## config.mk

```make
export PLATFORM = sky130hd
export DESIGN_NAME = pipe_skid_stage
export DESIGN_NICKNAME = d
export VERILOG_FILES = /design/src/rtl/pipe_skid_stage.sv
export SDC_FILE = /design/constraint.sdc
export NUM_CORES = 1
export LEC_CHECK = 0
export CAP_MARGIN = 30
export CELL_PAD_IN_SITES_DETAIL_PLACEMENT = 1
export CELL_PAD_IN_SITES_GLOBAL_PLACEMENT = 1
export CORE_MARGIN = 1.5
export CORE_UTILIZATION = 39
export DETAILED_ROUTE_END_ITERATION = 10
export GPL_ROUTABILITY_DRIVEN = 0
export PLACE_DENSITY_LB_ADDON = 0.1
export RECOVER_POWER = 100
export SYNTH_ARGS = -nofsm -noshare
export SYNTH_HDL_FRONTEND = slang
export SYNTH_SLANG_ARGS = --single-unit
```

## constraint.sdc

```tcl
create_clock -name clk -period 4.4 [get_ports clk]
set_input_delay 0.88 -clock clk [delete_from_list [all_inputs] [get_ports clk]]
set_output_delay 0.88 -clock clk [all_outputs]
set_load 0.02 [all_outputs]
```

## src/rtl/pipe_skid_stage.sv

```systemverilog
// pipe_skid_stage: valid/ready pipeline register with a two-entry skid buffer.
//
// Holds up to two DW-bit payloads in FIFO order. The head sits in the main
// register and drives out_data directly. A second payload, accepted while the
// head is blocked, waits in the skid register. in_ready comes straight from a
// flop, so there is no combinational path from out_ready to in_ready.
//
// Ports:
//   clk        clock, all state updates on posedge
//   clr        synchronous active-high reset (highest priority)
//   flush      synchronous kill of all held entries (below clr)
//   in_valid   upstream has a payload
//   in_ready   stage can accept (registered)
//   in_data    upstream payload
//   out_valid  stage holds a payload for downstream
//   out_ready  downstream accepts
//   out_data   head payload (main register)
//   occ        occupancy 0..2
//   stall_cnt  saturating count of cycles with out_valid & !out_ready
//              (present only when PIPE_STALL_CNT_EN is defined)
//
// Optional feature macro: PIPE_STALL_CNT_EN.

module pipe_skid_stage #(
  parameter int unsigned    DW        = 64,
  parameter logic [DW-1:0]  RESET_VAL = '0,
  parameter int unsigned    CNT_W     = 16
) (
  input  logic              clk,
  input  logic              clr,
  input  logic              flush,
  input  logic              in_valid,
  output logic              in_ready,
  input  logic [DW-1:0]     in_data,
  output logic              out_valid,
  input  logic              out_ready,
  output logic [DW-1:0]     out_data,
  output logic [1:0]        occ
`ifdef PIPE_STALL_CNT_EN
  ,
  output logic [CNT_W-1:0]  stall_cnt
`endif
);

  // Elaboration-time parameter sanity checks.
  if (DW < 1) begin : gen_dw_check
    $error("pipe_skid_stage: DW must be >= 1");
  end
  if (CNT_W < 1) begin : gen_cnt_w_check
    $error("pipe_skid_stage: CNT_W must be >= 1");
  end

  // Encoding chosen so the state value is the occupancy.
  typedef enum logic [1:0] {
    StEmpty = 2'd0,
    StBusy  = 2'd1,
    StFull  = 2'd2
  } state_e;

  state_e          state_q, state_d;
  logic [DW-1:0]   main_q, main_d;
  logic [DW-1:0]   skid_q, skid_d;
  logic            in_ready_q;

  logic            in_fire;
  logic            out_fire;

  assign in_ready  = in_ready_q;
  assign out_valid = (state_q != StEmpty);
  assign out_data  = main_q;
  assign occ       = state_q;

  assign in_fire   = in_valid & in_ready_q;
  assign out_fire  = out_valid & out_ready;

  always_comb begin
    state_d = state_q;
    main_d  = main_q;
    skid_d  = skid_q;
    if (flush) begin
      // Handshakes in this cycle still complete; the payloads are discarded.
      state_d = StEmpty;
    end else begin
      unique case (state_q)
        StEmpty: begin
          if (in_fire) begin
            state_d = StBusy;
            main_d  = in_data;
          end
        end
        StBusy: begin
          if (in_fire && out_fire) begin
            main_d  = in_data;
          end else if (in_fire) begin
            state_d = StFull;
            skid_d  = in_data;
          end else if (out_fire) begin
            state_d = StEmpty;
          end
        end
        StFull: begin
          // in_ready is low here, so only the drain side can move.
          if (out_fire) begin
            state_d = StBusy;
            main_d  = skid_q;
          end
        end
        default: begin
          state_d = StEmpty;
        end
      endcase
    end
  end

  always_ff @(posedge clk) begin
    if (clr) begin
      state_q    <= StEmpty;
      main_q     <= RESET_VAL;
      skid_q     <= RESET_VAL;
      in_ready_q <= 1'b1;
    end else begin
      state_q    <= state_d;
      main_q     <= main_d;
      skid_q     <= skid_d;
      // Registered from next state so it always equals (state != FULL).
      in_ready_q <= (state_d != StFull);
    end
  end

`ifdef PIPE_STALL_CNT_EN
  logic [CNT_W-1:0] stall_cnt_q;

  // Cleared only by clr; flush leaves the statistic intact.
  always_ff @(posedge clk) begin
    if (clr) begin
      stall_cnt_q <= '0;
    end else if (out_valid && !out_ready && (stall_cnt_q != {CNT_W{1'b1}})) begin
      stall_cnt_q <= stall_cnt_q + CNT_W'(1);
    end
  end

  assign stall_cnt = stall_cnt_q;
`endif

endmodule
```

# == Word level (Yosys, flattened, before mapping) ==
# Index checks and enable logic that the tools add are counted.
# word_totals
wordCells,31
in_bits,69
ff_bits,131
output_inout_bits,68
# classes
n_reduce_logical,6
eq_ne,6
bitwise_logic,4
muxes,11
# op_table
op,n
two-way mux 64 bit,3
case mux 64 bit (3 select lines),1
two-way mux 2 bit,6
"inequality test 2 bit, second input constant",4
case mux 2 bit (3 select lines),1
AND reduction 5 bit,1
AND reduction 4 bit,1
nonzero test 3 bit,1
AND 1 bit,2
"equality test 2 x 1 -> 1 bit, second input constant",1
"equality test 2 bit, second input constant",1
logical NOT 2 bit,1
inverter 1 bit,2
nonzero test 2 bit,1
logical AND 1 bit,1

# == Depth between registers and ports, before layout ==
# Gate-level depths: netlist of the first run.
# depth
depth_word,8
mapped_depth,6
depth_no_buf,4

# == Worst setup path after synthesis of the first run ==
# No wires, ideal clock.
# synth_timing
kind,input -> register
from,input port out_ready
to,register skid_q[10]
arrival_time_ns,1.804
cell_stages,6
setup_slack_ns,2.464
n_path_buf,2
t_required_ns,4.268
setup_time_ns,0.132
path_cell_list,nand2b_1 or3_1 buf_2 buf_1 nand2_1 a21oi_1
# synth_between
elab_chain_cells,4
# synth_lines
item,line,rtl
from (decl),36,"input logic out_ready,"
AND 1 bit,74,assign out_fire = out_valid & out_ready;
logical AND 1 bit,92,if (in_fire && out_fire) begin
inverter 1 bit (no source line),--,
AND reduction 4 bit (no source line),--,
to (signal assigned),124,skid_q <= skid_d;
to (decl),62,"logic [DW-1:0] skid_q, skid_d;"
# No other way between the ends.
# A chain may end at the register's enable or synchronous reset.

# == Worst setup path in the final report of the first run ==
# layout_timing
from,register state_q[0] (netlist: occ[0])
to,register main_q[53] (netlist: out_data[53])
# layout_between
elab_chain_cells,5
elab_cells_between_ends,12
cone_classes,5 x eq/ne; 1 x mux; 1 x bitwise; 5 x reduce/logical
# layout_lines
item,line,rtl
from (decl),60,"state_e state_q, state_d;"
from (signal assigned),117,state_q <= StEmpty;
from (signal assigned),122,state_q <= state_d;
nonzero test 2 bit,69,assign out_valid = (state_q != StEmpty);
AND 1 bit,74,
logical AND 1 bit,92,
inequality test 2 bit (no source line),--,
AND reduction 5 bit (no source line),--,
to (signal assigned),123,main_q <= main_d;
to (decl),61,"logic [DW-1:0] main_q, main_d;"
# Several ways; a longest one is shown, not always the timed one.

==> results of run 1 <==
==> metrics by stage <==
step / total power, W / area [sq um]
after CTS: 0.00301 / 7370
after global placement: 0.00167 / 6790
after detailed placement: 0.00168 / 6820
after floorplan: 0.00149 / 5360
after global routing: 0.00307 / 7340
final: 0.00295 / 7340
==> cells by family after synthesis <==
family          synth area share (%)
mux                             12.1
buf+inv                         4.48
flops                           48.9
simple gates                    15.1
compound gates                  19.4
==> synth_stat cells <==
cell type / count
mux2i_1: 65
or2_2: 1
inv_1: 2
o32ai_2: 1
a21oi_1: 64
nor2_1: 64
nand3b_4: 1
buf_2: 21
or4_1: 1
buf_4: 7
clkbuf_1: 15
a21boi_0: 1
or3_1: 1
a211oi_1: 24
dfxtp_1: 131
o22ai_1: 1
o21a_1: 1
nor3b_1: 1
nor3_2: 1
nand2b_1: 3
nand2_1: 129
buf_1: 5
nor2b_1: 1
a211oi_2: 40
==> layer usage <==
layer | share of wire, % | vias up
met5 | 0 | -
met4 | 1.1 | 0
met3 | 4.7 | 13
met2 | 52 | 93
met1 | 43 | 2223
li1 | - | 2227
==> power groups by stage <==
stage | logic [W] | clock network (W) | registers [W]
global placement | 0.000378 | 0 | 0.00129
global route | 0.000395 | 0.00141 | 0.00127
finish | 0.000367 | 0.00132 | 0.00126
detailed placement | 0.000388 | 0 | 0.00129
CTS | 0.000391 | 0.00135 | 0.00126
floorplan | 0.000149 | 0 | 0.00134
==> registers in the layout, indices dropped and copies added (netlist names) <==
signal / cells
out_data: 64
skid_q: 64
occ: 2
in_ready: 1
==> worst max-delay path, cell delays in order, from the launching register on <==
cell,delay [ps]
dfxtp_1,420
nand2b_1,210
clkbuf_1,1760
buf_16,330
mux2i_1,300
a211oi_2,100
==> cell type report <==
cell class / count / area [sq um] / share of cell area, %
clock buffer: 25 / 505 / 6.89
multi-input combinational: 400 / 2490 / 33.9
timing repair buffer: 145 / 1440 / 19.7
inverter: 2 / 7.51 / 0.102
sequential: 131 / 2620 / 35.7
clock inverter: 5 / 50.0 / 0.682
tap: 176 / 220 / 3.00
==> worst max path at each step <==
stage / start / end / depth (start not counted)
detailed placement: in_valid / out_data[30]$_SDFFE_PP0P_ / 6
global placement: in_valid / skid_q[62]$_SDFFE_PP0P_ / 6
floorplan: out_ready / skid_q[10]$_SDFFE_PP0P_ / 6
CTS: in_valid / out_data[3]$_SDFFE_PP0P_ / 6
finish: occ[0]$_SDFF_PP0_ / out_data[53]$_SDFFE_PP0P_ / 5
global route: occ[0]$_SDFF_PP0_ / out_data[53]$_SDFFE_PP0P_ / 5
==> run summary, run 1 <==
The pin count of the biggest net entering global routing is 79, and the number of design rule violations left after detail routing is 0. The net count of the mapped netlist came out at 650. The library cells used most frequently in the layout, excluding fill and tap cells, are dfxtp_1, nand2_1, dlygate4sd3_1. The terminating pin of the worst hold path was skid_q[0]$_SDFFE_PP0P_.

The top cell type by area accounts for 48.9% of the synthesized area. For met3 alone, demand over resource in global routing was 6.51%. Hold is met by 455 ps.

After clock tree synthesis, the flow added hold-fix buffers numbering 0. For the post-synthesis instance area, the log shows 0.00536 sq mm. The floorplan step defined a die boundary enclosing 0.0145 sq mm. For this design, the sink count on the clock tree is 131. TritonCTS built the clock tree.

Averaged over all synthesized cells, the footprint is 9.22 sq um. The final number of max-transition violations came out at 30. For the count of different cell masters after synthesis, the log shows 24. At the placement stage, the worst setup path has a slack of 1250 ps. Of the total power, the clock network draws 44.8%.

Final critical path time including I/O delays and setup: 3280 ps. The flop and latch count out of synthesis works out to 131. Counting cells, the worst reg-to-reg path comes to 5. The endpoint type of the worst setup path is a flip-flop. The number of cells after detailed placement came out at 854. Net switching is 23.9% of the power. For this run, the number of standard cells in the final layout without fillers is 884. The area growth from synthesis to layout is 36.9%. The tools report the arrival time of the worst setup path as 3550 ps. In the final routed layout, each cell accounts on average for 16.2 microns. The number of clock buffers added by TritonCTS is 17.

Once detail routing completed, the nets flagged for antenna violations numbered 0. For met1 alone, demand over resource in global routing was 23.5%. In this run the worst path has a maximum fanout of 36. The logs give 0 for the count of cells resized by post-cts repair and 55.0% for the fraction of the core area covered by cells at the end of the flow. The run gives 42 as the number of standard-cell rows in the floorplan.

Of the total power, combinational logic draws 12.4%. In this run the critical register-to-register path is launched from occ[0]$_SDFF_PP0_. For this configuration, the core starts out at a cell density of 40.1%. The flow ran to the end, but the final reports show violations. CTS placed an instance of clkbuf_16 at the clock tree root.

The startpoint of the tightest hold check path was skid_q[0]$_SDFFE_PP0P_. The final worst slack is 1120 ps, and the transition at the pin with the smallest max-transition slack is 2440 ps. Total leakage power: 3.11 nW. For this design the top-level I/O count stands at 137. The H-tree was split into 4 levels.

The total of fill cells in the finished design is 1501. Number of antenna violations at the first check in global routing: 0. The remaining global-route overflow is 0. The worst register-to-register path has a setup slack of 1120 ps. The clock latency of the later-clocked register in the worst-skew pair is 420 ps, and the met2 track utilization from global routing is 36.5%.

For the worst-case clock skew, the log shows 4.85 ps. In this run, flip-flops and latches consume 42.7% of the power. In the routed layout, each cell is associated on average with a via count of 5.15. The checks that failed: max-capacitance violations, max-slew violations. The tools report the maximum vdd ir drop as 288 uV. Before antenna repair, the detailed router went through 5 iterations. The x dimension of the die is 120 microns, and the final-report setup violation count is 0. Detailed routing inserted a total of 4556 vias. The endpoint identified for the worst register-to-register timing path is out_data[53]$_SDFFE_PP0P_. The ratio of cells with drive above 1 in the final layout came out at 10.6%. The number of instances on the worst hold path was 2. The floorplan step defined a core boundary enclosing 0.0133 sq mm. Global-route wire length before repair: 23300 microns.

The run gives 0 as the number of antenna repair diodes. Once detailed placement completed, the half-perimeter wirelength came to 9260 microns. The number of buffers inserted by port buffering was 136.

Timing would allow up to 0.305 GHz. Post-CTS timing repair inserted 0 buffers for setup. STA classifies the critical path startpoint as a flip-flop. The internal portion of the total power is 0.00225 W. The run gives 48.9% as the sequential-to-total area share from yosys stat. The vertical die dimension came out at 120 microns. Setup repair after global routing left no endpoint under its margin.

The final sum of negative setup slack is 0 ps, and the relative slew slack is -62.8%. The library cell used most frequently in the layout, excluding fill and tap cells, is dfxtp_1. The clock passes through at most 2 buffers. For this run, the number of Yosys warnings is 0. Of all cell types, the one taking the most synthesized area is dfxtp_1. The run gives 20.6% as the global-route usage over all layers.

Ranked by total cell area, the synthesized netlist is headed by dfxtp_1, mux2i_1, a211oi_2. The layout net count came out at 766. The number of instances in the synthesized netlist is 581, and the final routed wirelength across all metal layers is 14400 microns. The hold violation count in the final report came out at 0. The run gives 4764 as the via count of the first global-routing pass.

STA puts the critical path data required time at 4680 ps. The total of max-cap violations is 1, and the net switching component of the power is 0.000705 W. The global routing stage identified its most utilized layer as met2. After layout, the worst path uses 74.5% of the clock period. The power density normalized to cell area works out to 402 mW/mm^2. The path class of the lowest-slack min-delay path is reg2reg. Clock-pin slew was measured on the worst setup and hold paths at 50 ps. The critical path is of the reg2reg type. For this block, the initial DRC count from the detailed router was 207.
(Power assumes the default switching activity.)
==> run 2, diff against run 1 <==
- CORE_UTILIZATION: 39 -> 33
- clock period: 4.4 -> 2.9 ns (I/O delays scaled with it)
==> run summary, run 2 (synthesized netlist as in run 1, its figures left out) <==
The combined flip-flop and latch cell area was 0.00262 sq mm (unchanged); the logic depth of the worst register-to-register path was 5 (unchanged). The power density normalized to cell area is 610 mW/mm^2 (+51%), and the average vias per placed instance is 4.90 (-5.0%). For hold timing, the worst endpoint is skid_q[24]$_SDFFE_PP0P_.

Number of top-level design ports: 137 (unchanged). The tools report the combinational power share as 12.2% (-0.2 points). For the clock share of power, the log shows 45.0% (+0.2 points). The run gives 4654 (-2.3%) as the via count of the first global-routing pass. The tools report the count of routing violations after the opening detailed-route iteration as 169 (-18%). Path class of the lowest-slack min-delay path: reg2reg. The placed cell area was 0.00689 sq mm (+1.1%); the vias after detailed routing was 4530 (-0.57%). The cell sitting at the root of the clock tree is a clkbuf_16. The maximum vdd ir drop is 387 uV (+34%), and the final critical path time including I/O delays and setup is 2340 ps. For the required time of the worst setup path, the log shows 2320 ps (-2360 ps). Setup repair after global routing left no endpoint under its margin. Average wire per standard cell: 16.0 microns (-1.4%). Number of standard-cell rows in the floorplan: 46 (+9.5%).

The run gives 17.9% (-2.6 points) as the global-route usage over all layers. The net switching component of the power is 0.00107 W (+52%), and the vertical die dimension is 130 microns (+8.5%). Part of the cycle the worst path needs: 80.8%. The layout net count came out at 767 (+0.13%). The total leakage power was 3.11 nW (-0.10%); the die outline area was 0.0170 sq mm (+18%). The number of design rule violations left after detail routing is 0 (unchanged), and the number of antenna repair diodes is 0 (unchanged). The tools report the final hold slack as 452 ps (-2.47 ps).

The tools report the deepest level of the CTS H-tree as 4 (unchanged). The clock slew seen by the registers of the worst setup and hold paths came out at 60 ps (about the same). Final number of max-transition violations: 0 (-100%). The design internal power was 0.00341 W (+52%); the final instance area was 0.00735 sq mm (+0.14%).

The clock sink count was 131 (unchanged). The number of instances on the worst hold path is 2 (unchanged), and the total setup buffers inserted after CTS is 0 (unchanged). The ratio of cells with drive above 1 in the final layout works out to 9.17% (-1.4 points). The run gives 0 (unchanged) as the number of antenna violations at the first check in global routing.

The relative slew slack was 40.0% (+100 points). The flow ran to the end, and the final reports show no timing, DRC or antenna violations. The endpoint type of the worst setup path was an output port. The worst register-to-register path ends at out_data[63]$_SDFFE_PP0P_. The final-report setup violation count was 0 (unchanged). For the count of cells resized by post-cts repair, the log shows 0 (unchanged). The run gives 17 (unchanged) as the clock buffer count from CTS. For the global-route wire length before repair, the log shows 23400 microns (+0.15%). The tools report the worst-case clock skew as 6.66 ps (+1.82 ps). For the total of max-cap violations, the log shows 0 (-1). TritonCTS built the clock tree.

The critical path startpoint category is a flip-flop. For the hold violation count in the final report, the log shows 0 (unchanged). The clock latency of the later-clocked register in the worst-skew pair is 410 ps (about the same), and the core area is 0.0159 sq mm (+19%). The half-perimeter wire length after placement was 9500 microns (+2.6%); the final routed wirelength across all metal layers was 14800 microns (+3.1%). Leaving out fill and tap cells, the most frequent cell in the layout is dfxtp_1.

The total of fill cells in the finished design came out at 1822 (+21%). The worst register-to-register path begins at occ[1]$_SDFF_PP0_. The run gives 910 ps (-210 ps) as the register-to-register setup slack. The pin count of the biggest net entering global routing came out at 77 (-2.5%). The maximum fanout along the worst path was 6 (-83%). The library cells used most frequently in the layout, excluding fill and tap cells, are dfxtp_1, nand2_1, dlygate4sd3_1.

The area of the multi-input gates came out at 0.00242 sq mm (-2.8%). Remaining global-route overflow: 0 (unchanged). The type of the worst setup path is reg2out. The maximum clock path buffer count came out at 2 (unchanged).

Static timing analysis puts the maximum clock frequency at 0.427 GHz. The number of routed nets with antenna violations was 0 (unchanged). The x dimension of the die works out to 130 microns (+8.5%).

The effective utilization at floorplan was 33.7% (-6.4 points). The startpoint of the tightest hold check path was skid_q[24]$_SDFFE_PP0P_. The transition at the pin with the smallest max-transition slack was 899 ps (-1540 ps). The arrival time of the worst setup path was 1760 ps (-1790 ps); the final sum of negative setup slack was 0 ps (unchanged). For the hold-fix buffer count after cts, the log shows 0 (unchanged). The run gives 4 (-1) as the total iterations of the first detailed-routing run. The number of buffers inserted by port buffering came out at 136 (unchanged).

The switching part of the total power is 23.9% (about the same), and the proportion of power drawn by flip-flops and latches is 42.8% (about the same). Relative to the synthesized area, the layout overhead comes to 37.1%.
## run 2: changes by cell type in the layout (fill, tap and decap cells not counted), sizes merged
| cell | delta |
|---|---|
| clkbuf | -1 |
| dlygate4sd3 | +1 |
| clkdlybuf4s50 | -1 |
| buf | +2 |
## run 2: worst max path at each step
stage	startpoint	to	slack (ps)
global route	occ[1]$_SDFF_PP0_	out_valid	510
finish	occ[1]$_SDFF_PP0_	out_valid	560
global placement	in_valid	out_data[55]$_SDFFE_PP0P_	470
CTS	occ[1]$_SDFF_PP0_	out_valid	620
floorplan	out_ready	skid_q[10]$_SDFFE_PP0P_	1260
detailed placement	in_valid	out_data[60]$_SDFFE_PP0P_	390
## run 2: stage by stage
step | utilization, % | power, W | instances | setup WS [ps]
after floorplan | - | 0.00225 | 581 | 1260
after global placement | 43.4 | 0.00254 | 895 | 475
after detailed placement | 43.4 | 0.00255 | 895 | 388
after CTS | 46.9 | 0.00460 | 925 | 624
after global routing | 46.3 | 0.00468 | 925 | 506
final | 46.3 | 0.00448 | 925 | 555
## run 2: area by class of cell
type / count / area share [%]
Sequential cell: 131 / 35.7
Clock buffer: 25 / 6.88
Timing Repair Buffer: 146 / 20.0
Inverter: 2 / 0.102
Clock inverter: 5 / 0.681
Multi-Input combinational cell: 400 / 32.9
Tap cell: 216 / 3.68
## run 2: layer usage
layer / global-route usage [%] / routed length (microns) / vias to the layer above / part of all wire, %
met5: 0 / 0 / - / 0
met2: 31.0 / 7410 / 99 / 50
li1: - / - / 2227 / -
met3: 5.99 / 800 / 18 / 5.4
met4: 7.63 / 242 / 0 / 1.6
met1: 20.3 / 6350 / 2186 / 43
## run 2: power by group through the flow
stage / sequential (W) / combinational (W) / clock [W]
2_1_floorplan: 0.00203 / 0.000226 / 0
3_3_place_gp: 0.00196 / 0.000580 / 0
3_5_place_dp: 0.00196 / 0.000597 / 0
4_1_cts: 0.00192 / 0.000599 / 0.00208
5_1_grt: 0.00192 / 0.000594 / 0.00216
6_report: 0.00192 / 0.000547 / 0.00201
## run 2: critical path: stages (launching register included)
cell,delay (ps)
dfxtp_1,370
or2_2,320
dlygate4sd3_1,660
==> RTL edit (config.mk and constraints of run 2) <==
Build with the macro `PIPE_STALL_CNT_EN` defined.
--- a/src/rtl/pipe_skid_stage.sv
+++ b/src/rtl/pipe_skid_stage.sv
@@ -20,6 +20,8 @@
 //              (present only when PIPE_STALL_CNT_EN is defined)
 //
 // Optional feature macro: PIPE_STALL_CNT_EN.
+
+`define PIPE_STALL_CNT_EN
 
 module pipe_skid_stage #(
   parameter int unsigned    DW        = 64,
Check against the original RTL (old outputs only; new: stall_cnt): same outputs for any inputs over 4 cycles, from zero or initial values; that may be too few to reach the edited logic, so the function may still have changed.
==> RTL edit against run 2 <==
Area after synthesis up 11%. Synthesized cell count increased by 17%. Sequential cell count is 16 higher. Wire length up 16%. Setup slack worse by 0.11 ns. Combinational power shrank 1%. Design area grew 12%. Power rose by 9.4%. Clock power grew 10%.
==> RTL edit: results (changes against run 2) <==
| Metric | Value |
|---|---|
| Area share of fa/ha/maj cells after synthesis | 0.210% (+0.21 points) |
| Place WS | 0.198 ns (-0.190 ns) |
| Mux contribution to synthesized area | 10.9% (-1.2 points) |
| Vias in the first global route | 5556 (+19%) |
| Synth top area cells | dfxtp_1 (49%), mux2i_1 (11%), nand2_1 (8.4%) |
| VDD IR max | 0.000426 V (+9.9%) |
| CP endpoint | out_data[42]$_SDFFE_PP0P_ |
| DP Cell Count | 1013 (+13%) |
| IO buf count | 152 (+12%) |
| Wire per inst | 16.4 µm (+2.4%) |
| DP HPWL | 11000 µm (+16%) |
| Placed inst area | 7670 µm² (+11%) |
| Nets | 878 (+14%) |
| CP peak stage delay | 0.54 ns (-0.12 ns) |
| Syn Area/Cell | 8.77 µm² (-4.9%) |
| Leak Pwr | 3.44 nW (+11%) |
| Outcome | completed |
| Mapped Nets | 749 (+15%) |
| P&R area growth vs syn | 38.6% |
| Yosys cell types | 40 (+67%) |
| Initial antenna violation count | 1 (+1) |
| Met2 usage | 34.7% (+3.7 points) |
| Layout cell share with drive strength beyond 1 | 6.11% (-3.1 points) |
| Compound-Gate Fraction of Synth Area | 17.5% (-1.9 points) |
| M3 GR Usage | 5.63% (-0.36 points) |
| Critical path origin | out_ready |
| Initial DRC count | 194 (+15%) |
| Largest net degree at the start of global routing | 129 (+68%) |
| First-pass GRT wire length | 27900 µm (+19%) |
| All-Layer GR Usage | 19.1% (+1.2 points) |
| Top cells by count, synth | dfxtp_1 (147), nand2_1 (133), a21oi_1 (80), nor2_1 (68), a211oi_1 (65) |
| Number of fill cells | 1988 (+9.1%) |
-- RTL edit: cell count changes after synthesis, moves of 8 or more --
cell	delta
o31ai_1	+8
clkbuf_1	+23
dfxtp_1	+16
or4_1	+9
a211oi_1	+41
a211oi_2	-40
a21oi_1	+16
-- RTL edit: where the power goes --
part	leakage (nW)	total (mW)	internal [mW]	switching, mW
clock network	0.288	2.22	1.38	0.840
logic	1.96	0.541	0.253	0.288
registers	1.20	2.14	2.10	0.0405
-- RTL edit: how the worst min path moves through the flow --
| stage | slack (ns) | start | end |
|---|---|---|---|
| after floorplan | 0.43 | skid_q[0]$_SDFFE_PP0P_ | skid_q[0]$_SDFFE_PP0P_ |
| after global placement | 0.44 | skid_q[38]$_SDFFE_PP0P_ | skid_q[38]$_SDFFE_PP0P_ |
| after detailed placement | 0.45 | skid_q[52]$_SDFFE_PP0P_ | skid_q[52]$_SDFFE_PP0P_ |
| after CTS | 0.46 | skid_q[58]$_SDFFE_PP0P_ | skid_q[58]$_SDFFE_PP0P_ |
| after global routing | 0.47 | skid_q[3]$_SDFFE_PP0P_ | skid_q[3]$_SDFFE_PP0P_ |
| final | 0.45 | skid_q[58]$_SDFFE_PP0P_ | skid_q[58]$_SDFFE_PP0P_ |
-- RTL edit: metal layers --
layer	up-vias	wire [µm]
met5	-	0
met4	0	190
met3	17	860
met2	104	8800
met1	2615	7280
li1	2648	-
-- RTL edit: cell type report --
type                    count  area share [%]
diodes                      1          0.0303
clock buffers              20            5.53
clock inverters            10            1.62
inverters                   3           0.136
multi-input cells         474            33.5
flip-flops and latches    147            35.6
well taps                 225            3.41
repair buffers            165            20.1
